## src/rtl/framebuffer_arbiter.sv

```systemverilog
// Single-port framebuffer arbiter: display scanout, game logic and a background
// clear engine share one RAM port; read data returns one cycle after the grant.
module framebuffer_arbiter #(
  parameter int ADDR_W       = 19,
  parameter int DATA_W       = 3,
  parameter int PIXELS       = 76800,
  parameter int STARVE_LIMIT = 8
) (
  input  logic              clock,
  input  logic              reset,
  input  logic              disp_req,
  input  logic [ADDR_W-1:0] disp_addr,
  output logic              disp_ready,
  output logic              disp_rvalid,
  output logic [DATA_W-1:0] disp_rdata,
  input  logic              lg_req,
  input  logic              lg_we,
  input  logic [ADDR_W-1:0] lg_addr,
  input  logic [DATA_W-1:0] lg_wdata,
  output logic              lg_grant,
  output logic              lg_rvalid,
  output logic [DATA_W-1:0] lg_rdata,
  input  logic              clr_start,
  input  logic [DATA_W-1:0] clr_value,
  output logic              clr_busy,
  output logic              clr_done,
  output logic [ADDR_W-1:0] ram_address,
  output logic              ram_write_enabled,
  output logic [DATA_W-1:0] ram_write_data,
  input  logic [DATA_W-1:0] ram_read_data
);

  typedef enum logic {CLR_IDLE, CLR_RUN} clr_state_e;

  localparam logic [1:0] TAG_NONE  = 2'd0;
  localparam logic [1:0] TAG_DISP  = 2'd1;
  localparam logic [1:0] TAG_LOGIC = 2'd2;

  clr_state_e        clr_state_q, clr_state_d;
  logic [ADDR_W-1:0] clr_addr_q, clr_addr_d;
  logic [DATA_W-1:0] clr_val_q, clr_val_d;
  logic              clr_done_q, clr_done_d;
  logic [7:0]        starve_cnt_q, starve_cnt_d;
  logic [1:0]        tag_q, tag_d;

  logic lg_forced, disp_gnt, lg_gnt, clr_gnt;

  // Grants are gated by reset so every output reads 0 while reset is held.
  always_comb begin
    lg_forced = lg_req && (starve_cnt_q == 8'(STARVE_LIMIT));
    disp_gnt  = !reset && disp_req && !lg_forced;
    lg_gnt    = !reset && lg_req && (lg_forced || !disp_req);
    clr_gnt   = !reset && (clr_state_q == CLR_RUN) && !disp_req && !lg_req;
  end

  always_comb begin
    ram_address       = '0;
    ram_write_enabled = 1'b0;
    ram_write_data    = '0;
    if (lg_gnt) begin
      ram_address       = lg_addr;
      ram_write_enabled = lg_we;
      ram_write_data    = lg_we ? lg_wdata : '0;
    end else if (disp_gnt) begin
      ram_address = disp_addr;
    end else if (clr_gnt) begin
      ram_address       = clr_addr_q;
      ram_write_enabled = 1'b1;
      ram_write_data    = clr_val_q;
    end
  end

  always_comb begin
    starve_cnt_d = 8'd0;
    if (lg_req && !lg_gnt)
      starve_cnt_d = (starve_cnt_q == 8'(STARVE_LIMIT)) ? starve_cnt_q : starve_cnt_q + 8'd1;
    tag_d = TAG_NONE;
    if (disp_gnt)
      tag_d = TAG_DISP;
    else if (lg_gnt && !lg_we)
      tag_d = TAG_LOGIC;
  end

  always_ff @(posedge clock or posedge reset) begin
    if (reset) begin
      starve_cnt_q <= 8'd0;
      tag_q        <= TAG_NONE;
    end else begin
      starve_cnt_q <= starve_cnt_d;
      tag_q        <= tag_d;
    end
  end

  // Clear engine: state register
  always_ff @(posedge clock or posedge reset) begin
    if (reset) begin
      clr_state_q <= CLR_IDLE;
      clr_addr_q  <= '0;
      clr_val_q   <= '0;
      clr_done_q  <= 1'b0;
    end else begin
      clr_state_q <= clr_state_d;
      clr_addr_q  <= clr_addr_d;
      clr_val_q   <= clr_val_d;
      clr_done_q  <= clr_done_d;
    end
  end

  // Clear engine: next state; a start during RUN (including the final write) is ignored
  always_comb begin
    clr_state_d = clr_state_q;
    clr_addr_d  = clr_addr_q;
    clr_val_d   = clr_val_q;
    clr_done_d  = 1'b0;
    case (clr_state_q)
      CLR_IDLE: begin
        if (clr_start) begin
          clr_state_d = CLR_RUN;
          clr_addr_d  = '0;
          clr_val_d   = clr_value;
        end
      end
      CLR_RUN: begin
        if (clr_gnt) begin
          if (clr_addr_q == ADDR_W'(PIXELS - 1)) begin
            clr_state_d = CLR_IDLE;
            clr_done_d  = 1'b1;
          end else begin
            clr_addr_d = clr_addr_q + ADDR_W'(1);
          end
        end
      end
      default: clr_state_d = CLR_IDLE;
    endcase
  end

  // Clear engine and read-return outputs
  always_comb begin
    clr_busy    = (clr_state_q == CLR_RUN);
    clr_done    = clr_done_q;
    disp_ready  = disp_gnt;
    lg_grant    = lg_gnt;
    disp_rvalid = (tag_q == TAG_DISP);
    lg_rvalid   = (tag_q == TAG_LOGIC);
    disp_rdata  = disp_rvalid ? ram_read_data : '0;
    lg_rdata    = lg_rvalid ? ram_read_data : '0;
  end

endmodule

```

## config.mk

```make
export PLATFORM = sky130hd
export DESIGN_NAME = framebuffer_arbiter
export DESIGN_NICKNAME = d
export VERILOG_FILES = /design/src/rtl/framebuffer_arbiter.sv
export SDC_FILE = /design/constraint.sdc
export NUM_CORES = 1
export LEC_CHECK = 0
export BUFFER_PORTS_ARGS = -buffer_cell sky130_fd_sc_hd__buf_2
export CELL_PAD_IN_SITES_DETAIL_PLACEMENT = 1
export CELL_PAD_IN_SITES_GLOBAL_PLACEMENT = 1
export CORE_AREA = 4 4 86 88
export DETAILED_ROUTE_END_ITERATION = 10
export DIE_AREA = 0 0 90 92
export MAX_ROUTING_LAYER = met4
export PLACE_DENSITY_LB_ADDON = 0.1
export SLEW_MARGIN = 20
export SYNTH_ARGS = -nofsm -noshare
export SYNTH_HDL_FRONTEND = slang
export SYNTH_SLANG_ARGS = --single-unit
```

## constraint.sdc

```tcl
create_clock -name clock -period 2.35 [get_ports clock]
set_input_delay 0.1175 -clock clock [delete_from_list [all_inputs] [get_ports clock]]
set_output_delay 0.1175 -clock clock [all_outputs]
set_load 0.05 [all_outputs]
```

== After elaboration in Yosys (flattened, before gate mapping) ==
Cells that the tools add are included.

* Bits in registers: 34
* Bits of input ports: 53
* Output and inout bits: 35
* Logic and storage cells: 63

* Add/sub/neg operators: 2
* Eq/ne operators: 8
* Muxes and demuxes: 27
* Bitwise logic cells: 1
* Reductions and logical operators: 19

{| class="wikitable"
|+ Operator list
! kind !! count
|-
| 19-bit 2-to-1 mux || 6
|-
| 19-bit case mux with 2 select lines || 1
|-
| 19-bit by 1-bit adder with 19-bit output (second input constant) || 1
|-
| 19-bit by 17-bit == test with 1-bit output (second input constant) || 1
|-
| 3-bit 2-to-1 mux || 6
|-
| 8-bit 2-to-1 mux || 2
|-
| 1-bit logical AND || 10
|-
| 1-bit 2-to-1 mux || 9
|-
| 8-bit by 1-bit adder with 8-bit output (second input constant) || 1
|-
| 8-bit by 4-bit == test with 1-bit output (second input constant) || 1
|-
| 1-bit logical NOT || 6
|-
| 2-bit inequality test (second input constant) || 3
|-
| 2-bit 2-to-1 mux || 2
|-
| 3-bit AND reduction || 1
|-
| 2-bit by 1-bit == test with 1-bit output (second input constant) || 1
|-
| 2-bit == test (second input constant) || 1
|-
| 2-bit by 1-bit inequality test with 1-bit output (second input constant) || 1
|-
| 1-bit case mux with 2 select lines || 1
|-
| 2-bit AND reduction || 1
|-
| 1-bit logical OR || 1
|-
| 1-bit inverter || 1
|}

== Longest topological paths before layout ==
Gate-level depths: netlist of the first run.

* Word-level depth: 7
* Depth in mapped cells: 9
* Gate-level depth less buffers: 6

== Worst setup path after synthesis of the first run ==
OpenSTA, ideal clock, no wires.

* Path type: register -> output
* Start: register starve_cnt_q[0]
* End: output ram_address[14]
* Arrival: 2482 ps
* Required time: 2233 ps
* Path slack: -249 ps
* Stages on the path, launching flop included: 8
* Buffers on the path: 2
* Path through: dfrtp_1 -> inv_1 -> ha_1 -> and4b_1 -> clkbuf_1 -> a211oi_1 -> clkbuf_1 -> a221o_1

* Word-level cells in the longest chain between the ends: 6
* Elaborated cells on any way between the ends: 8

{| class="wikitable"
|+ RTL lines
! item !! RTL line !! text
|-
| from (decl) || 43 || <nowiki>logic [7:0] starve_cnt_q, starve_cnt_d;</nowiki>
|-
| from (signal assigned) || 89 || <nowiki>starve_cnt_q <= starve_cnt_d;</nowiki>
|-
| 8-bit by 4-bit == test with 1-bit output || 50 || <nowiki>lg_forced = lg_req && (starve_cnt_q == 8'(STARVE_LIMIT));</nowiki>
|-
| 1-bit logical AND || 50 ||
|-
| 1-bit logical NOT || 51 || <nowiki>disp_gnt = !reset && disp_req && !lg_forced;</nowiki>
|-
| 1-bit logical AND || 51 ||
|-
| via disp_ready || 13 || <nowiki>output logic disp_ready,</nowiki>
|-
| 19-bit 2-to-1 mux || 64 || <nowiki>end else if (disp_gnt) begin</nowiki>
|-
| 19-bit 2-to-1 mux || 60 || <nowiki>if (lg_gnt) begin</nowiki>
|-
| to (decl) || 27 || <nowiki>output logic [ADDR_W-1:0] ram_address,</nowiki>
|}

The timed path passes the listed nets, and every way through them passes these cells.

== Worst setup path after layout of the first run ==
* Start: register starve_cnt_q[0]
* End: output ram_address[8]

* Word-level cells in the longest chain between the ends: 6
* Elaborated cells on any way between the ends: 8

{| class="wikitable"
|+ RTL lines
! item !! RTL line
|-
| 8-bit by 4-bit == test with 1-bit output (*) || 50
|-
| 1-bit logical AND (*) || 50
|-
| 1-bit logical NOT || 51
|-
| 1-bit logical AND || 51
|-
| 19-bit 2-to-1 mux || 64
|-
| 19-bit 2-to-1 mux (*) || 60
|}

Every way passes the cells marked *; elsewhere a longest branch is shown, timed or not.

==> results of run 1 <==
==> cell usage in the layout (no fill, tap or decap), types with 3 or more instances in the layout <==
master / instances
and3_1: 6
a21oi_1: 5
and2_1: 8
buf_2: 63
nor2b_1: 6
nand2_1: 21
o21ai_0: 10
nand3_1: 13
mux2_2: 3
buf_6: 22
a31oi_1: 20
a21o_1: 18
a22o_1: 16
a221o_1: 3
nor3_1: 3
dfrtp_1: 34
clkbuf_16: 3
nor2_1: 20
xor2_1: 5
clkbuf_8: 6
inv_1: 9
buf_4: 17
ha_1: 3
nand4_1: 4
==> metal layers <==
metal / track usage / share of wire
met2: 0.295 / 0.46
met4: 0.0421 / 0.0089
met3: 0.0427 / 0.054
met1: 0.260 / 0.48
met5: - / 0
==> Yosys cell counts, types with 3 or more instances <==
master	number	area, sq um
a22o_1	16	140
nand3_1	13	65.1
a31oi_1	20	125
buf_2	6	30.0
xor2_1	5	43.8
dfrtp_1	34	851
nand4_1	4	25.0
and3_1	6	37.5
clkbuf_1	12	45.0
nor3_1	3	15.0
mux2_2	3	33.8
inv_1	9	33.8
ha_1	3	37.5
o21ai_0	10	50.1
and2_1	9	56.3
a221o_1	3	30.0
nand2_1	21	78.8
a21oi_1	5	25.0
nor2b_1	6	37.5
a21o_1	18	135
a32o_1	3	30.0
nor2_1	20	75.1
==> stage by stage <==
step,util,cells,setup TNS (ns),area [sq um]
floorplan,-,257,0,2270
global placement,0.428,418,0,2840
detailed placement,0.428,418,0,2840
CTS,0.450,427,0,2990
global route,0.482,433,-0.544,3200
finish,0.482,433,0,3200
==> final cells by class <==
type / instances / area, sq um
fill: 818 / 3440
clock inverter: 2 / 12.5
tap: 80 / 100
clock buffer: 6 / 82.6
sequential: 34 / 851
multi-input combinational: 195 / 1320
inverter: 9 / 33.8
timing repair buffer: 107 / 806
==> path summary, 6_finish.rpt <==
kind,startpoint,endpoint,slack (ns)
worst max register to register,clr_addr_q[12]$_DFFE_PP0P_,clr_addr_q[0]$_DFFE_PP0P_,0.28
min in group asynchronous,reset,starve_cnt_q[1]$_DFFE_PP0P_,0.05
worst min register to register,clr_addr_q[17]$_DFFE_PP0P_,clr_addr_q[17]$_DFFE_PP0P_,0.51
max in group asynchronous,reset,clr_val_q[2]$_DFFE_PP0P_,1.96
worst min-delay path,lg_we,tag_q[1]$_DFF_PP0_,0.04
worst max-delay path,starve_cnt_q[0]$_DFFE_PP0P_,ram_address[8],0.04
==> cell families after synthesis <==
| group | after synthesis |
|---|---|
| muxes | 3 |
| DFF | 34 |
| AOI/OAI and AO/OA | 87 |
| and+or+nand+nor | 95 |
| xor gates and xnor gates | 7 |
| adders and majority gates | 3 |
| buffers and inverters | 28 |
==> power by group through the flow <==
stage               Clock, mW  Combinational (mW)  Sequential [mW]
detailed placement          0               0.383            0.691
floorplan                   0               0.274            0.659
global placement            0               0.377            0.690
CTS                     0.483               0.401            0.679
global route            0.509               0.478            0.693
finish                  0.473               0.442            0.683
==> sequential cells by signal (all words and copies together) (netlist names) <==
name,count
clr_addr_q,19
starve_cnt_q,8
clr_val_q,3
tag_q,2
clr_busy,1
clr_done,1
==> worst reg2reg max path, stage by stage (launching register included) <==
cell and delay [ns]:
dfrtp_1 0.44, nor4b_1 0.60, nand3_1 0.31, o21ai_0 0.39, o211ai_1 0.14, o21ai_0 0.10
==> what timing repair did <==
item                                    in CTS  in global routing
cloned                                       0                  3
gates resized for setup                     17                 42
pin swaps                                    0                  4
buffers inserted                             1                  3
endpoints found under the setup margin      22                 23
hold endpoints to repair                     0                  0
==> flow_summary.rst, run 1 <==
.. list-table::
   :header-rows: 1

   * - Metric
     - Value
   * - Outcome
     - finished, final reports clean
   * - Synthesized net count
     - 313
   * - Unrepaired setup endpoints after global routing
     - yes
   * - Max Cap Viol
     - 0
   * - Number of vias in the routed layout
     - 2,447
   * - Area growth, synth to finish
     - 41.4%
   * - Starting DRC count in detailed routing
     - 134
   * - Internal portion of total power
     - 1.04 mW
   * - Commonest register cell after synthesis
     - dfrtp_1
   * - CP Capture Type
     - primary output
   * - Number of buffer cells added on primary ports
     - 87
   * - Power share of the combinational group
     - 0.277
   * - Global-route wire length before repair
     - 12,500 um
   * - Number of global-route vias before repair
     - 2,431
   * - CTS tree
     - built
   * - Critical path required time
     - 2.23 ns
   * - Netlist Area Pre-Place
     - 2270 sq um
   * - Slowest cell on the critical path
     - dfrtp_1
   * - Buffer depth of the longest clock path
     - 2
   * - Area of the core region
     - 6640 sq um
   * - Yosys warning count
     - 0
   * - Post-layout total power
     - 1.60 mW
   * - Net switching share of the total power
     - 0.353
   * - Sequential share of power
     - 0.427
   * - Synthesized netlist cell count
     - 257
   * - Synthesized-area fraction occupied by ao, oa, aoi and oai cells
     - 0.279
   * - Top-level port count
     - 88
   * - DRC Markers
     - 0
   * - Clk slew on worst S/H paths
     - 0.08 ns
   * - Die boundary width
     - 90 um
   * - Post-Synthesis Mean Instance Area
     - 8.82 sq um
   * - Leakage
     - 1.69 nW
   * - FMAX
     - 433 MHz
   * - Clock sink total
     - 34
   * - Cell depth of the worst min-delay path
     - 2
   * - Final global-route overflow total
     - 0
   * - Worst path arrival time
     - 2.19 ns
   * - # diodes
     - 0
   * - Starting density of the core
     - 0.341
   * - Final cycle utilization of the critical path
     - 0.984
   * - Worst path cell trace
     - inv_1 > ha_1 > and4b_1 > buf_6 > a211oi_4 > clkbuf_16 > a22o_1 > a21o_1 > buf_6
   * - Share of flip-flops with an asynchronous set or reset
     - 1.00
   * - Die boundary height
     - 92 um
   * - Portion of netlist area occupied by mux cells
     - 0.0149
   * - Detailed-route vias per instance
     - 5.65
   * - Hold WS
     - 0.0445 ns
   * - Critical Path Stages
     - 9
   * - Routability Congestion
     - 0.768
   * - EDFF count, synth
     - 0
   * - Sequential area share after synthesis
     - 0.375
   * - Clk pwr share
     - 0.296
   * - Quantity of hold-fixing buffers added after cts
     - 0
   * - Crit start category
     - flip-flop
   * - Total wire length
     - 8210 um
   * - Max-slew violations
     - 0
   * - Count of different cell masters after synthesis
     - 41
   * - Synthesized-area fraction occupied by xor and xnor cells
     - 0.0271
   * - Setup CP Type
     - reg -> out
   * - Detailed-routing iteration count for the pre-antenna-repair pass
     - 4
   * - Adder and majority cell fraction of the synthesized area
     - 0.0166
   * - Post-route clock skew
     - 0.00718 ns
   * - Cell row count
     - 30
   * - Reg2Reg Depth
     - 5
   * - Largest family of logic cells by synthesized area
     - compound AO/OA/AOI/OAI gates
   * - Pwr Density
     - 499 nW/um^2
   * - Count of H-tree levels built during CTS
     - 2
   * - Family with the most delay on the worst path
     - buffers and inverters
   * - Clock buffers created by TritonCTS
     - 5
   * - Largest net degree at the start of global routing
     - 35
   * - Share of final-layout standard cells stronger than drive strength 1
     - 0.357
   * - Worst path setup slack after routing
     - 0.0380 ns
   * - Max VDD drop
     - 202 uV
   * - Switching Power
     - 564 uW
   * - Minimum clock period after layout
     - 2.31 ns
   * - HP Class
     - in -> reg
   * - Number of nets still failing antenna checks after routing
     - 0
   * - Number of flip-flops and latches in the synthesized netlist
     - 34
   * - Simple-gate portion of the synthesized area
     - 0.234
   * - Maximum net fanout on the critical path
     - 10
   * - Total global-route track usage
     - 0.192
   * - Crit-path most repeated cell
     - buf_6
   * - Number of buffers and inverters on the critical path
     - 4
   * - Final HPWL DP
     - 5760 um
   * - Peak per-stage delay on the critical path
     - 0.36 ns
   * - CTS Root Buffer Type
     - clkbuf_8
   * - Initial antenna violation count
     - 0
   * - Slew margin rel.
     - 0.589
   * - Routed length per placed instance
     - 19.0 um
   * - Net count reported at finish
     - 408
   * - Number of endpoints failing setup at the final stage
     - 0
   * - Transition time of the tightest slew-check pin
     - 0.608 ns
   * - Final hold vios
     - 0
   * - Floorplan die area
     - 8280 sq um
   * - Latest clock arrival within the worst-skew pair
     - 0.30 ns
   * - Post-Place Setup Slack
     - 0.269 ns
Power figures use the tool's default switching activity.
==> inputs of run 2 (changes only) <==
--- a/constraint.sdc
+++ b/constraint.sdc
@@ -3,2 +3,2 @@
 set_output_delay 0.1175 -clock clock [all_outputs]
-set_load 0.05 [all_outputs]
+set_load 0.005 [all_outputs]
==> run 2 against run 1 <==
Sequential power is essentially flat. Wire length decreased by 11%. Sequential share of layout area up 1.9 points. Clock-buffer cell count did not move. Power increased by 2.4%.
==> flow_summary.rst, run 2 (synthesized netlist as in run 1, its figures left out) <==
.. list-table::
   :header-rows: 1

   * - Metric
     - Value
   * - Largest register FFs
     - 19
   * - Commonest cells after routing, fill and taps aside
     - buf_2 (87), dfrtp_1 (33), nand2_1 (21), nor2_1 (20), a31oi_1 (20)
   * - Number of buffers and inverters on the critical path
     - 3
   * - Starting density of the core
     - 0.341
   * - Total wire length
     - 7340 um
   * - Fraction of the core area covered by cells at the end of the flow
     - 0.451
   * - Register-to-register setup slack
     - 0.34 ns
   * - Minimum clock period after layout
     - 2.24 ns
   * - Critical Path Start
     - starve_cnt_q[0]$_DFFE_PP0P_
   * - Die boundary width
     - 90 um
   * - Max Cap Viol
     - 0
   * - Register with the most flip-flops
     - clr_addr_q
   * - Unrepaired setup endpoints after global routing
     - yes
   * - Final Cell Area
     - 2990 sq um
   * - Final hold vios
     - 0
   * - Routed length per placed instance
     - 17.1 um
   * - Transition time of the tightest slew-check pin
     - 0.545 ns
   * - Final HPWL DP
     - 5640 um
   * - Slowest cell on the critical path
     - dfrtp_2
   * - Leakage
     - 1.62 nW
   * - CP Capture Type
     - primary output
   * - Family with the most delay on the worst path
     - compound AO/OA/AOI/OAI gates
   * - Top-level port count
     - 88
   * - Largest registers
     - clr_addr_q: 19 flops, starve_cnt_q: 8 flops, clr_val_q: 3 flops
   * - Worst path arrival time
     - 2.12 ns
   * - Max-slew violations
     - 0
   * - Worst path cell trace
     - inv_1 > ha_1 > and4b_2 > o21a_1 > and2_4 > buf_6 > a221o_1 > buf_2
   * - Total global-route track usage
     - 0.184
   * - Post-placement cell area
     - 2800 sq um
   * - Count of H-tree levels built during CTS
     - 2
   * - Number of vias in the routed layout
     - 2,358
   * - CTS Root Buffer Type
     - clkbuf_8
   * - Clk slew on worst S/H paths
     - 0.08 ns
   * - Number of endpoints failing setup at the final stage
     - 0
   * - Layout filler cell count
     - 808
   * - Cell row count
     - 30
   * - Critical Path Stages
     - 8
   * - Share of final-layout standard cells stronger than drive strength 1
     - 0.348
   * - Slew margin rel.
     - 0.632
   * - Setup CP Type
     - reg -> out
   * - Number of global-route vias before repair
     - 2,407
   * - Clock buffers created by TritonCTS
     - 5
   * - Buffer depth of the longest clock path
     - 2
   * - HP Class
     - in -> async
   * - Critical path required time
     - 2.23 ns
   * - Maximum net fanout on the critical path
     - 12
   * - Starting DRC count in detailed routing
     - 49
   * - Number of nets still failing antenna checks after routing
     - 0
   * - Post-route clock skew
     - 0.00549 ns
   * - Outcome
     - finished, final reports clean
   * - Pwr Density
     - 547 nW/um^2
   * - Net count reported at finish
     - 403
   * - Die boundary height
     - 92 um
   * - Clock sink total
     - 34
   * - Final cycle utilization of the critical path
     - 0.954
   * - Routability Congestion
     - 0.790
   * - Reg-to-Reg End
     - clr_addr_q[13]$_DFFE_PP0P_
   * - Peak per-stage delay on the critical path
     - 0.36 ns
   * - Reg2Reg Depth
     - 5
   * - DRC Markers
     - 0
   * - FMAX
     - 446 MHz
   * - Area of the core region
     - 6640 sq um
   * - Detailed-route vias per instance
     - 5.51
   * - Detailed-routing iteration count for the pre-antenna-repair pass
     - 4
   * - Reg-to-reg startpoint
     - clr_busy$_DFF_PP0_
   * - Max VDD drop
     - 233 uV
   * - Final global-route overflow total
     - 0
   * - Largest net degree at the start of global routing
     - 35
   * - Area growth, synth to finish
     - 32.1%
   * - Post-layout total power
     - 1.64 mW
   * - Global-route wire length before repair
     - 12,100 um
   * - Setup crit end
     - ram_address[2]
   * - Floorplan die area
     - 8280 sq um
   * - Latest clock arrival within the worst-skew pair
     - 0.30 ns
   * - CTS tree
     - built
   * - # diodes
     - 0
   * - Commonest non-fill, non-tap cell in the layout
     - buf_2
   * - Crit start category
     - flip-flop
   * - Initial antenna violation count
     - 0
   * - Number of buffer cells added on primary ports
     - 87
run 2: changes by cell type in the layout (fill, tap and decap cells not counted), sizes merged:
cell      delta
clkinv       -1
clkbuf       -3
bufinv       +2
buf          -2
clkinvlp     -1
run 2: power breakdown:
part           switching, mW  internal (mW)  total (mW)  leakage, nW
clock network          0.234          0.453       0.687       0.0714
logic                  0.134          0.134       0.267         1.10
registers             0.0614          0.621       0.682        0.452
total                  0.430           1.21        1.64         1.62
run 2: final cells by class:
class                           instances  area (sq um)  area share
Inverter                                9          33.8      0.0113
Timing Repair Buffer                  102           556       0.186
Clock inverter                          2          60.1      0.0201
Sequential cell                        34           852       0.285
Multi-Input combinational cell        195          1310       0.438
Tap cell                               80           100      0.0334
Clock buffer                            6          82.6      0.0276
run 2: worst min-delay path by stage:
stage               startpoint                 end  slack (ns)  cells past startpoint
detailed placement       lg_we  tag_q[1]$_DFF_PP0_        0.35                      2
global placement         lg_we  tag_q[1]$_DFF_PP0_        0.35                      2
global route             lg_we  tag_q[1]$_DFF_PP0_        0.04                      2
CTS                      lg_we  tag_q[1]$_DFF_PP0_        0.03                      2
finish                   reset  clr_busy$_DFF_PP0_        0.04                      3
floorplan                lg_we  tag_q[1]$_DFF_PP0_        0.18                      1
run 2: metal layers:
layer	GRT usage	vias up	share of wire	wire (um)
met5	-	-	0	0
met1	0.226	1148	0.44	3250
met3	0.0394	6	0.057	417
met2	0.304	67	0.49	3620
met4	0.0574	0	0.0065	48
li1	-	1137	-	-
run 2: stage by stage:
stage | hold slack, ns | std cells | setup TNS, ns | worst slack (ns)
4_1_cts | 0.0303 | 426 | 0 | 0.0146
3_3_place_gp | 0.352 | 416 | 0 | 0.299
2_1_floorplan | 0.183 | 257 | 0 | 0.395
6_report | 0.0352 | 428 | 0 | 0.108
3_5_place_dp | 0.351 | 416 | 0 | 0.214
5_1_grt | 0.0356 | 428 | -0.0227 | -0.0131
run 2: worst reg2reg max path: cells and delay by family (launching register included):
| family | cells | cell delay [ns] |
|---|---|---|
| AOI/OAI and AO/OA | 1 | 0.15 |
| DFF | 1 | 0.40 |
| and+or+nand+nor | 4 | 1.38 |
run 2: timing repair:
action                     4_1_cts  5_1_grt
pin swaps                        0        2
hold buffers                     0        0
resized for setup                2        4
setup buffers                    2        2
hold endpoints to repair         0        0
setup endpoints to repair        6       23
==> inputs of run 3 (changes only) <==
ABC_AREA = 1   (was default)
CORE_AREA = 4 4 90 92   (was 4 4 86 88)
DIE_AREA = 0 0 94 96   (was 0 0 90 92)
==> run 3 against run 2 <==
Hold slack better by 0.010 ns. Synthesized cell count up 41%. Clock skew about the same. First-iteration DRC count increased by 120%. Combinational power rose by 21%. Highest routed layer unchanged. Power decreased by 9.7%. Critical endpoint is now ram_address[15]. Cell count is 29% higher. Synthesized area increased by 9.6%. Sequential power grew 2%. Clock power decreased by 33%. Fmax grew 2.4%. Sequential share of layout area down 1.4 points.
==> flow_summary.rst, run 3 <==
.. list-table::
   :header-rows: 1

   * - Metric
     - Value
   * - Netlist Area Pre-Place
     - 2480 sq um
   * - Floorplan die area
     - 9020 sq um
   * - Transition time of the tightest slew-check pin
     - 0.651 ns
   * - Hold WS
     - 0.0454 ns
   * - Post-Synthesis Mean Instance Area
     - 6.86 sq um
   * - Commonest cells after routing, fill and taps aside
     - nand2_1 (112), buf_2 (87), nor2_1 (51), nand3_1 (34), dfrtp_1 (34)
   * - Synthesized net count
     - 418
   * - Yosys top cell by area
     - dfrtp_1
   * - Die boundary width
     - 94 um
   * - Commonest non-fill, non-tap cell in the layout
     - nand2_1
   * - Global-route wire length before repair
     - 13,400 um
   * - Number of vias in the routed layout
     - 2,669
   * - Area growth, synth to finish
     - 26.5%
   * - Largest registers
     - clr_addr_q: 19 flops, starve_cnt_q: 8 flops, clr_val_q: 3 flops
   * - Post-CTS setup buffer count
     - 0
   * - Setup CP Type
     - reg -> out
   * - EDFF count, synth
     - 0
   * - Number of flip-flops and latches in the synthesized netlist
     - 34
   * - Final global-route overflow total
     - 0
   * - Slew margin rel.
     - 0.565
   * - Area contributors post-synth
     - dfrtp_1 (34%), nand2_1 (17%), nor2_1 (7.9%)
   * - Number of nets still failing antenna checks after routing
     - 0
   * - Starting density of the core
     - 0.344
   * - Buffer depth of the longest clock path
     - 2
   * - Yosys warning count
     - 0
   * - FMAX
     - 457 MHz
   * - Leakage
     - 1.56 nW
   * - Count of different cell masters after synthesis
     - 34
   * - Routability Congestion
     - 0.894
   * - # diodes
     - 0
   * - Critical path required time
     - 2.23 ns
   * - Die boundary height
     - 96 um
   * - Library cell with the highest instance count after synthesis
     - nand2_1
   * - Initial antenna violation count
     - 0
   * - Final hold vios
     - 0
   * - Final HPWL DP
     - 6840 um
   * - Commonest register cell after synthesis
     - dfrtp_1
   * - Max VDD drop
     - 236 uV
   * - Latest clock arrival within the worst-skew pair
     - 0.29 ns
   * - HP Class
     - in -> reg
   * - Maximum net fanout on the critical path
     - 12
   * - Routed length per placed instance
     - 15.1 um
   * - Starting DRC count in detailed routing
     - 109
   * - Total global-route track usage
     - 0.195
   * - Outcome
     - finished, final reports clean
   * - Total wire length
     - 8370 um
   * - CTS tree
     - built
   * - Number of endpoints failing setup at the final stage
     - 0
   * - Synth cell count leaders
     - nand2_1 (113), nor2_1 (52), dfrtp_1 (34), nand3_1 (34), inv_1 (32)
   * - Detailed-route vias per instance
     - 4.82
   * - Minimum clock period after layout
     - 2.19 ns
   * - Cell row count
     - 31
   * - Number of global-route vias before repair
     - 2,684
   * - Area share of the leading cell type in the synthesized netlist
     - 0.343
   * - Synthesized netlist cell count
     - 362
   * - Detailed-routing iteration count for the pre-antenna-repair pass
     - 4
   * - Unrepaired setup endpoints after global routing
     - no
   * - CTS Root Buffer Type
     - clkbuf_8
   * - Largest register FFs
     - 19
   * - Crit start category
     - flip-flop
   * - CP Capture Type
     - primary output
   * - Pwr Density
     - 471 nW/um^2
   * - Clock buffers created by TritonCTS
     - 5
   * - Largest net degree at the start of global routing
     - 23
   * - Final cycle utilization of the critical path
     - 0.931
   * - Clock sink total
     - 34
   * - Share of final-layout standard cells stronger than drive strength 1
     - 0.288
   * - Number of buffer cells added on primary ports
     - 87
   * - Clk slew on worst S/H paths
     - 0.07 ns
   * - Share of flip-flops with an asynchronous set or reset
     - 1.00
   * - Max-slew violations
     - 0
   * - Top-level port count
     - 88
   * - Worst path arrival time
     - 2.07 ns
   * - Post-route clock skew
     - 0.00523 ns
   * - DRC Markers
     - 0
   * - Net count reported at finish
     - 510
   * - Sequential area share after synthesis
     - 0.343
   * - Max Cap Viol
     - 0
   * - Setup TNS
     - 0 ns
   * - Area of the core region
     - 7210 sq um
   * - Count of H-tree levels built during CTS
     - 2
   * - Register with the most flip-flops
     - clr_addr_q
==> run 3: critical path, cell delays in order (launching register included) <==
cell and delay [ns]:
dfrtp_1 0.42, inv_1 0.09, ha_1 0.14, nand3_1 0.10, nor2_2 0.15, nand2_1 0.07
nand2_1 0.09, nand2_2 0.10, inv_1 0.10, buf_6 0.16, nand2_1 0.06, o211ai_1 0.13
buf_2 0.17
==> run 3: routing by layer <==
| metal | track usage | up-vias | part of all wire |
|---|---|---|---|
| met4 | 0.0361 | 0 | 0.0073 |
| met1 | 0.254 | 1275 | 0.48 |
| met2 | 0.322 | 50 | 0.46 |
| met5 | - | - | 0 |
| met3 | 0.0321 | 6 | 0.046 |
| li1 | - | 1338 | - |
==> run 3: worst paths after layout <==
check,endpoint,startpoint,cells past startpoint,slack (ns)
worst max-delay path,ram_address[15],starve_cnt_q[0]$_DFFE_PP0P_,12,0.16
worst min-delay path,tag_q[1]$_DFF_PP0_,lg_we,2,0.05
worst max register to register,clr_addr_q[18]$_DFFE_PP0P_,clr_addr_q[0]$_DFFE_PP0P_,11,0.47
worst min register to register,clr_val_q[0]$_DFFE_PP0P_,clr_val_q[0]$_DFFE_PP0P_,1,0.51
max in group asynchronous,clr_addr_q[17]$_DFFE_PP0P_,reset,4,1.29
min in group asynchronous,clr_val_q[2]$_DFFE_PP0P_,reset,3,0.50
==> run 3: final cells by class <==
| cell class | count | area [sq um] |
|---|---|---|
| multi-input cells | 281 | 1410 |
| clock inverters | 1 | 5.00 |
| repair buffers | 96 | 522 |
| flip-flops and latches | 34 | 851 |
| fillers | 986 | 4080 |
| inverters | 36 | 140 |
| clock buffers | 7 | 86.3 |
| well taps | 99 | 124 |
==> run 3: cell families after synthesis <==
family	count (synthesis)	share of synthesized area
AO/OA/AOI/OAI	34	0.0927
XOR/XNOR	14	0.0494
multiplexers	2	0.00907
AND/OR/NAND/NOR	228	0.400
buffers and inverters	47	0.0907
adder cells (fa/ha/maj)	3	0.0151
flip-flops	34	0.343
==> run 3: power breakdown <==
| part | internal [mW] | leakage, nW | switching [mW] |
|---|---|---|---|
| clock network | 0.237 | 0.0482 | 0.220 |
| registers | 0.632 | 0.454 | 0.0661 |
| logic | 0.136 | 1.05 | 0.189 |
| total | 1.00 | 1.56 | 0.475 |
==> run 3: repair_timing <==
item | CTS | global route
hold endpoints to repair | 14 | 0
endpoints found under the setup margin | 0 | 15
hold buffers | 1 | 0
resized for setup | 0 | 3
==> run 3: through the flow <==
step | total power [mW] | setup slack (ns) | std cells | util | instance area, sq um
final | 1.48 | 0.161 | 554 | 0.435 | 3140
after CTS | 1.50 | 0.0166 | 554 | 0.434 | 3130
after detailed placement | 1.04 | 0.352 | 545 | 0.420 | 3030
after floorplan | 0.885 | 0.760 | 362 | - | 2480
after global routing | 1.57 | 0.0230 | 554 | 0.435 | 3140
after global placement | 1.03 | 0.360 | 545 | 0.420 | 3030
